**src/rtl/irq_pkg.sv**
```systemverilog
`default_nettype none
// ============================================================================
//  Module   : irq_pkg
//  Purpose  : Shared types and sizes for the interrupt priority controller.
//  Revision : 1.0
// ============================================================================
package irq_pkg;

    localparam int NUM_SRC = 8;
    localparam int VEC_W   = 3;

    typedef enum logic [1:0] {
        IDLE    = 2'd0,
        REQ     = 2'd1,
        SERVICE = 2'd2
    } state_e;

endpackage
`default_nettype wire

```
**src/rtl/irq_prio_ctrl_prio_enc8.sv**
```systemverilog
`default_nettype none
// ============================================================================
//  Module   : prio_enc8
//  Purpose  : Combinational 8->3 encoder, highest set index wins, with valid.
//  Revision : 1.0
// ============================================================================
module prio_enc8
    import irq_pkg::*;
(
    input  logic [NUM_SRC-1:0] req,
    output logic [VEC_W-1:0]   idx,
    output logic               valid
);

    always_comb begin
        idx   = '0;
        valid = |req;
        // Ascending scan so the last (highest) set bit overwrites lower ones.
        for (int i = 0; i < NUM_SRC; i++) begin
            if (req[i]) idx = VEC_W'(i);
        end
    end

endmodule
`default_nettype wire

```
**src/rtl/irq_prio_ctrl.sv**
```systemverilog
`default_nettype none
// ============================================================================
//  Module   : irq_prio_ctrl
//  Purpose  : 8-source priority interrupt controller, 74148-style cascade.
//  Revision : 1.0
// ============================================================================
module irq_prio_ctrl
    import irq_pkg::*;
#(
    parameter int SYNC_STAGES = 2,
    parameter int EDGE_MODE   = 0
) (
    input  logic               clk,
    input  logic               rst_n,
    input  logic               ei_n,
    input  logic [NUM_SRC-1:0] irq_n,
    input  logic [NUM_SRC-1:0] mask,
    input  logic               int_ack,
    input  logic               eoi,
    output logic               int_req,
    output logic [VEC_W-1:0]   vec,
    output logic [NUM_SRC-1:0] in_service,
    output logic               gs_n,
    output logic               eo_n
);

    logic [SYNC_STAGES-1:0][NUM_SRC-1:0] sync_q, sync_d;
    logic [NUM_SRC-1:0] s;
    logic [NUM_SRC-1:0] pending;
    logic [NUM_SRC-1:0] eligible;
    logic [VEC_W-1:0]   winner;
    logic               any_elig;

    state_e             state_q, state_d;
    logic               int_req_q, int_req_d;
    logic [VEC_W-1:0]   vec_q, vec_d;
    logic [NUM_SRC-1:0] in_service_q, in_service_d;

    always_comb begin
        sync_d = {sync_q[SYNC_STAGES-2:0], irq_n};
    end

    always_ff @(posedge clk or negedge rst_n) begin
        if (!rst_n) sync_q <= '1;
        else        sync_q <= sync_d;
    end

    assign s = sync_q[SYNC_STAGES-1];

    generate
        if (EDGE_MODE != 0) begin : g_edge
            logic [NUM_SRC-1:0] s_prev_q;
            logic [NUM_SRC-1:0] pending_q, pending_d;
            logic [NUM_SRC-1:0] ack_clr;

            always_comb begin
                ack_clr = '0;
                if (state_q == REQ && int_ack) ack_clr[vec_q] = 1'b1;
                // A fresh falling edge re-arms even if the same source is acked now.
                pending_d = (pending_q & ~ack_clr) | (s_prev_q & ~s);
            end

            always_ff @(posedge clk or negedge rst_n) begin
                if (!rst_n) begin
                    s_prev_q  <= '1;
                    pending_q <= '0;
                end else begin
                    s_prev_q  <= s;
                    pending_q <= pending_d;
                end
            end

            assign pending = pending_q;
        end else begin : g_level
            assign pending = ~s;
        end
    endgenerate

    assign eligible = pending & ~mask & ~in_service_q;

    prio_enc8 u_enc (
        .req   (eligible),
        .idx   (winner),
        .valid (any_elig)
    );

    assign gs_n = ei_n | ~any_elig;
    assign eo_n = ei_n | any_elig;

    always_comb begin
        state_d      = state_q;
        int_req_d    = int_req_q;
        vec_d        = vec_q;
        in_service_d = in_service_q;
        case (state_q)
            IDLE: begin
                if (!ei_n && any_elig) begin
                    state_d   = REQ;
                    int_req_d = 1'b1;
                    vec_d     = winner;
                end
            end
            REQ: begin
                if (int_ack) begin
                    in_service_d[vec_q] = 1'b1;
                    int_req_d           = 1'b0;
                    state_d             = SERVICE;
                end else if (!ei_n && any_elig) begin
                    vec_d = winner;
                end else begin
                    int_req_d = 1'b0;
                    state_d   = IDLE;
                end
            end
            SERVICE: begin
                if (eoi) begin
                    in_service_d = '0;
                    state_d      = IDLE;
                end
            end
            default: begin
                state_d   = IDLE;
                int_req_d = 1'b0;
            end
        endcase
    end

    always_ff @(posedge clk or negedge rst_n) begin
        if (!rst_n) begin
            state_q      <= IDLE;
            int_req_q    <= 1'b0;
            vec_q        <= '0;
            in_service_q <= '0;
        end else begin
            state_q      <= state_d;
            int_req_q    <= int_req_d;
            vec_q        <= vec_d;
            in_service_q <= in_service_d;
        end
    end

    assign int_req    = int_req_q;
    assign vec        = vec_q;
    assign in_service = in_service_q;

endmodule
`default_nettype wire

```
**config.mk**
```make
export PLATFORM = sky130hd
export DESIGN_NAME = irq_prio_ctrl
export DESIGN_NICKNAME = d
export VERILOG_FILES = /design/src/rtl/irq_pkg.sv /design/src/rtl/irq_prio_ctrl_prio_enc8.sv /design/src/rtl/irq_prio_ctrl.sv
export SDC_FILE = /design/constraint.sdc
export NUM_CORES = 1
export LEC_CHECK = 0
export CAP_MARGIN = 20
export CORE_UTILIZATION = 44
export DETAILED_ROUTE_END_ITERATION = 12
export PLACE_DENSITY = 0.76
export SYNTH_ARGS = -nofsm -noshare
export SYNTH_HDL_FRONTEND = slang
export SYNTH_HIERARCHICAL = 1
export SYNTH_SLANG_ARGS = --single-unit
```
**constraint.sdc**
```tcl
create_clock -name clk -period 1.85 [get_ports clk]
set_input_delay 0.37 -clock clk [delete_from_list [all_inputs] [get_ports clk]]
set_output_delay 0.37 -clock clk [all_outputs]
set_load 0.005 [all_outputs]
```
==> metrics.md <==
| Metric | Value |
|---|---|
| Violated checks | `negative setup slack` |
| Initial antenna violation count | `0` |
| Max incr delay on CP | `0.56 ns` |
| Most frequent cells in the layout | `31 x clkdlybuf4s50_1, 28 x buf_4, 16 x dfstp_2` |
| Critical path type | `flip-flop to primary output` |
| CTS Hold Bufs | `0` |
| Headroom to the max-slew limit | `75.9%` |
| Post-route ant nets | `0` |
| Critical path cell sequence | `nor3_4 -> nor2_2 -> nand4_1 -> or2_4 -> buf_6` |
| Pwr per Cell Area | `1200 nW/um^2` |
| CTS tree | `done` |
| Startpoint Class | `flip-flop` |
| Req. time, crit path | `1.48 ns` |
| Routed vias/inst | `4.99` |
| Diode count | `0` |
| Die width | `52.3 microns` |
| Clock tree sinks | `30` |
| Aggregate global-route resource usage | `23.0%` |
| Netlist cell types | `24` |
| Cells after synthesis | `87` |
| Maximum VDD drop | `0.726 mV` |
| RSZ-0062 raised after global routing | `yes` |
| Final Non-Filler Cells | `185` |
| Synth Area per Inst | `12.8 sq um` |
| Core area | `2300 sq um` |
| Slowest CP cell | `dfstp_2` |
| Crit path from | `s[7]` |
| Max-Cap Viols | `0` |
| Worst Tran Pin Value | `0.361 ns` |
| CP top delay family | `simple AND/OR/NAND/NOR gates` |
| H-tree Lvls | `2` |
| Final setup viols | `2` |
| Grt total ovfl | `0` |
| Initial Utilization | `48.4%` |
| Nets | `177` |
| Final wirelength | `2.64 mm` |
| DP HPWL | `1.84 mm` |
| # DRC | `0` |
| Vias in the first global route | `966` |
| Via Count | `924` |
| Worst clock skew | `0.0146 ns` |
| Finished Cell Area | `1810 sq um` |
| Hold path start | `sync_d[14]` |
| Worst Setup End Kind | `primary output` |
| # placed instances | `169` |
| Mapped Area | `1110 sq um` |
| Fin crit period | `1.95 ns` |
| First-pass GRT wire length | `4.27 mm` |
| Worst Path Arrival | `1.58 ns` |
| Final hold vios | `0` |
| Max Slew Vio Count | `0` |
| Tcrit/Tclk final | `106%` |
| Yosys warning count | `6` |
| Root Driver | `clkbuf_4` |
| Clock Latency Late Sink | `0.32 ns` |
| Yosys reg bits | `30` |
| Largest net degree at the start of global routing | `31` |
| Final GP Congestion | `0.924` |
| Critical path fanouts, max | `2` |
| Worst hold path type | `flip-flop to flip-flop` |
| Commonest non-fill, non-tap cell in the layout | `clkdlybuf4s50_1` |
| Leakage | `0.827 nW` |
| Placed inst area | `1640 sq um` |
| Area Overhead vs Synth | `63.3%` |
| Worst Path Buf+Inv | `1` |
| Final core utilization | `79.0%` |
| Die Span Y | `52.3 microns` |
| First DRT Iteration DRCs | `14` |
| Buffers added on ports | `34` |
| Pre-antenna DRT Iters | `4` |
| Syn Nets | `108` |
| TNS Setup | `-0.179 ns` |
| Row count | `17` |
| Sequential share of the synthesized area | `69.4%` |
| Final worst slack | `-0.104 ns` |
| Fraction of final layout cells with drive strength greater than 1 | `45.9%` |
| Reg2reg start | `s[7]` |
| FMAX | `0.512 GHz` |
| Max clock buf depth | `2` |
| Reg clk slew, reported paths | `0.10 ns` |
| CTS buffer count | `5` |
| # IOs | `35` |
| Outcome | `finished, violations left` |
| Place WS | `-0.521 ns` |
| Die footprint | `2730 sq um` |
| WL per Instance | `14.3 microns` |
layout make-up:
type	count	area, sq um
fillers	155	483
well taps	28	35.0
flip-flops and latches	30	771
inverters	5	18.8
clock buffers	7	55.1
repair buffers	62	549
multi-input cells	52	380
clock inverters	1	5.00
routing by layer:
metal  global-route usage (%)  part of all wire, %  vias up
met5                        0                    0        -
met4                     13.2                  2.6        0
met1                     26.8                   42      439
li1                         -                    -      436
met2                     38.0                   50       39
met3                     6.38                  5.6       10
flip-flops by register name (all words and copies together), names as in the netlist:
signal and flops:
in_service 8, int_req 1, state_q 2, sync_d 8, vec 3, s 8
power breakdown:
| part | switching (mW) | internal (mW) |
|---|---|---|
| combinational | 0.297 | 0.544 |
| sequential | 0.136 | 0.806 |
| clock | 0.210 | 0.184 |
| total | 0.643 | 1.53 |
Yosys cell counts, drive strengths merged:
| master | number | area, sq um |
|---|---|---|
| and4b | 1 | 11.3 |
| dfrtp | 14 | 350 |
| o31ai | 2 | 20.0 |
| and4bb | 1 | 12.5 |
| nor2b | 2 | 12.5 |
| inv | 5 | 18.8 |
| nand2b | 2 | 12.5 |
| a31oi | 2 | 12.5 |
| or2 | 1 | 6.26 |
| nand4 | 1 | 6.26 |
| a21oi | 8 | 43.8 |
| nor2 | 14 | 52.6 |
| o22ai | 1 | 6.26 |
| mux2 | 3 | 45.0 |
| o21ai | 1 | 5.00 |
| dfstp | 16 | 420 |
| o2bb2ai | 1 | 8.76 |
| nand2 | 3 | 13.8 |
| nor3 | 8 | 40.0 |
| nor3b | 1 | 12.5 |
what timing repair did:
action | CTS | global route
endpoints found under the setup margin | 2 | 5
gates resized for setup | 14 | 8
pin swaps | 4 | 6
hold endpoints to repair | 0 | 0
buffers inserted | 6 | 2
through the flow:
stage | power, mW | hold slack (ns)
floorplan | 1.19 | 0.0744
global placement | 1.66 | 0.346
detailed placement | 1.70 | 0.347
CTS | 2.15 | 0.361
global route | 2.31 | 0.359
finish | 2.18 | 0.352
worst paths after layout:
kind	to	slack [ns]	cells after the start
max in group asynchronous	s[2]	1.10	2
worst min-delay path	s[6]	0.35	0
worst max register to register	vec[1]	0.07	7
worst max-delay path	eo_n	-0.10	5
worst min register to register	s[6]	0.35	0
min in group asynchronous	vec[2]	0.42	2
cell families after synthesis:
| group | synth area share, % |
|---|---|
| simple gates | 16.2 |
| flops | 69.4 |
| compound gates | 8.67 |
| buf+inv | 1.69 |
| mux | 4.05 |
worst reg2reg max path, cell delays in order (launching register included):
cell and delay (ns):
dfstp_2 0.56, nor3_4 0.04, nor2_2 0.13, nand4_1 0.15
buf_4 0.17, nor3b_4 0.15, nand2_2 0.13, mux2_4 0.32
Note: power is estimated with default switching activity, not from simulation.
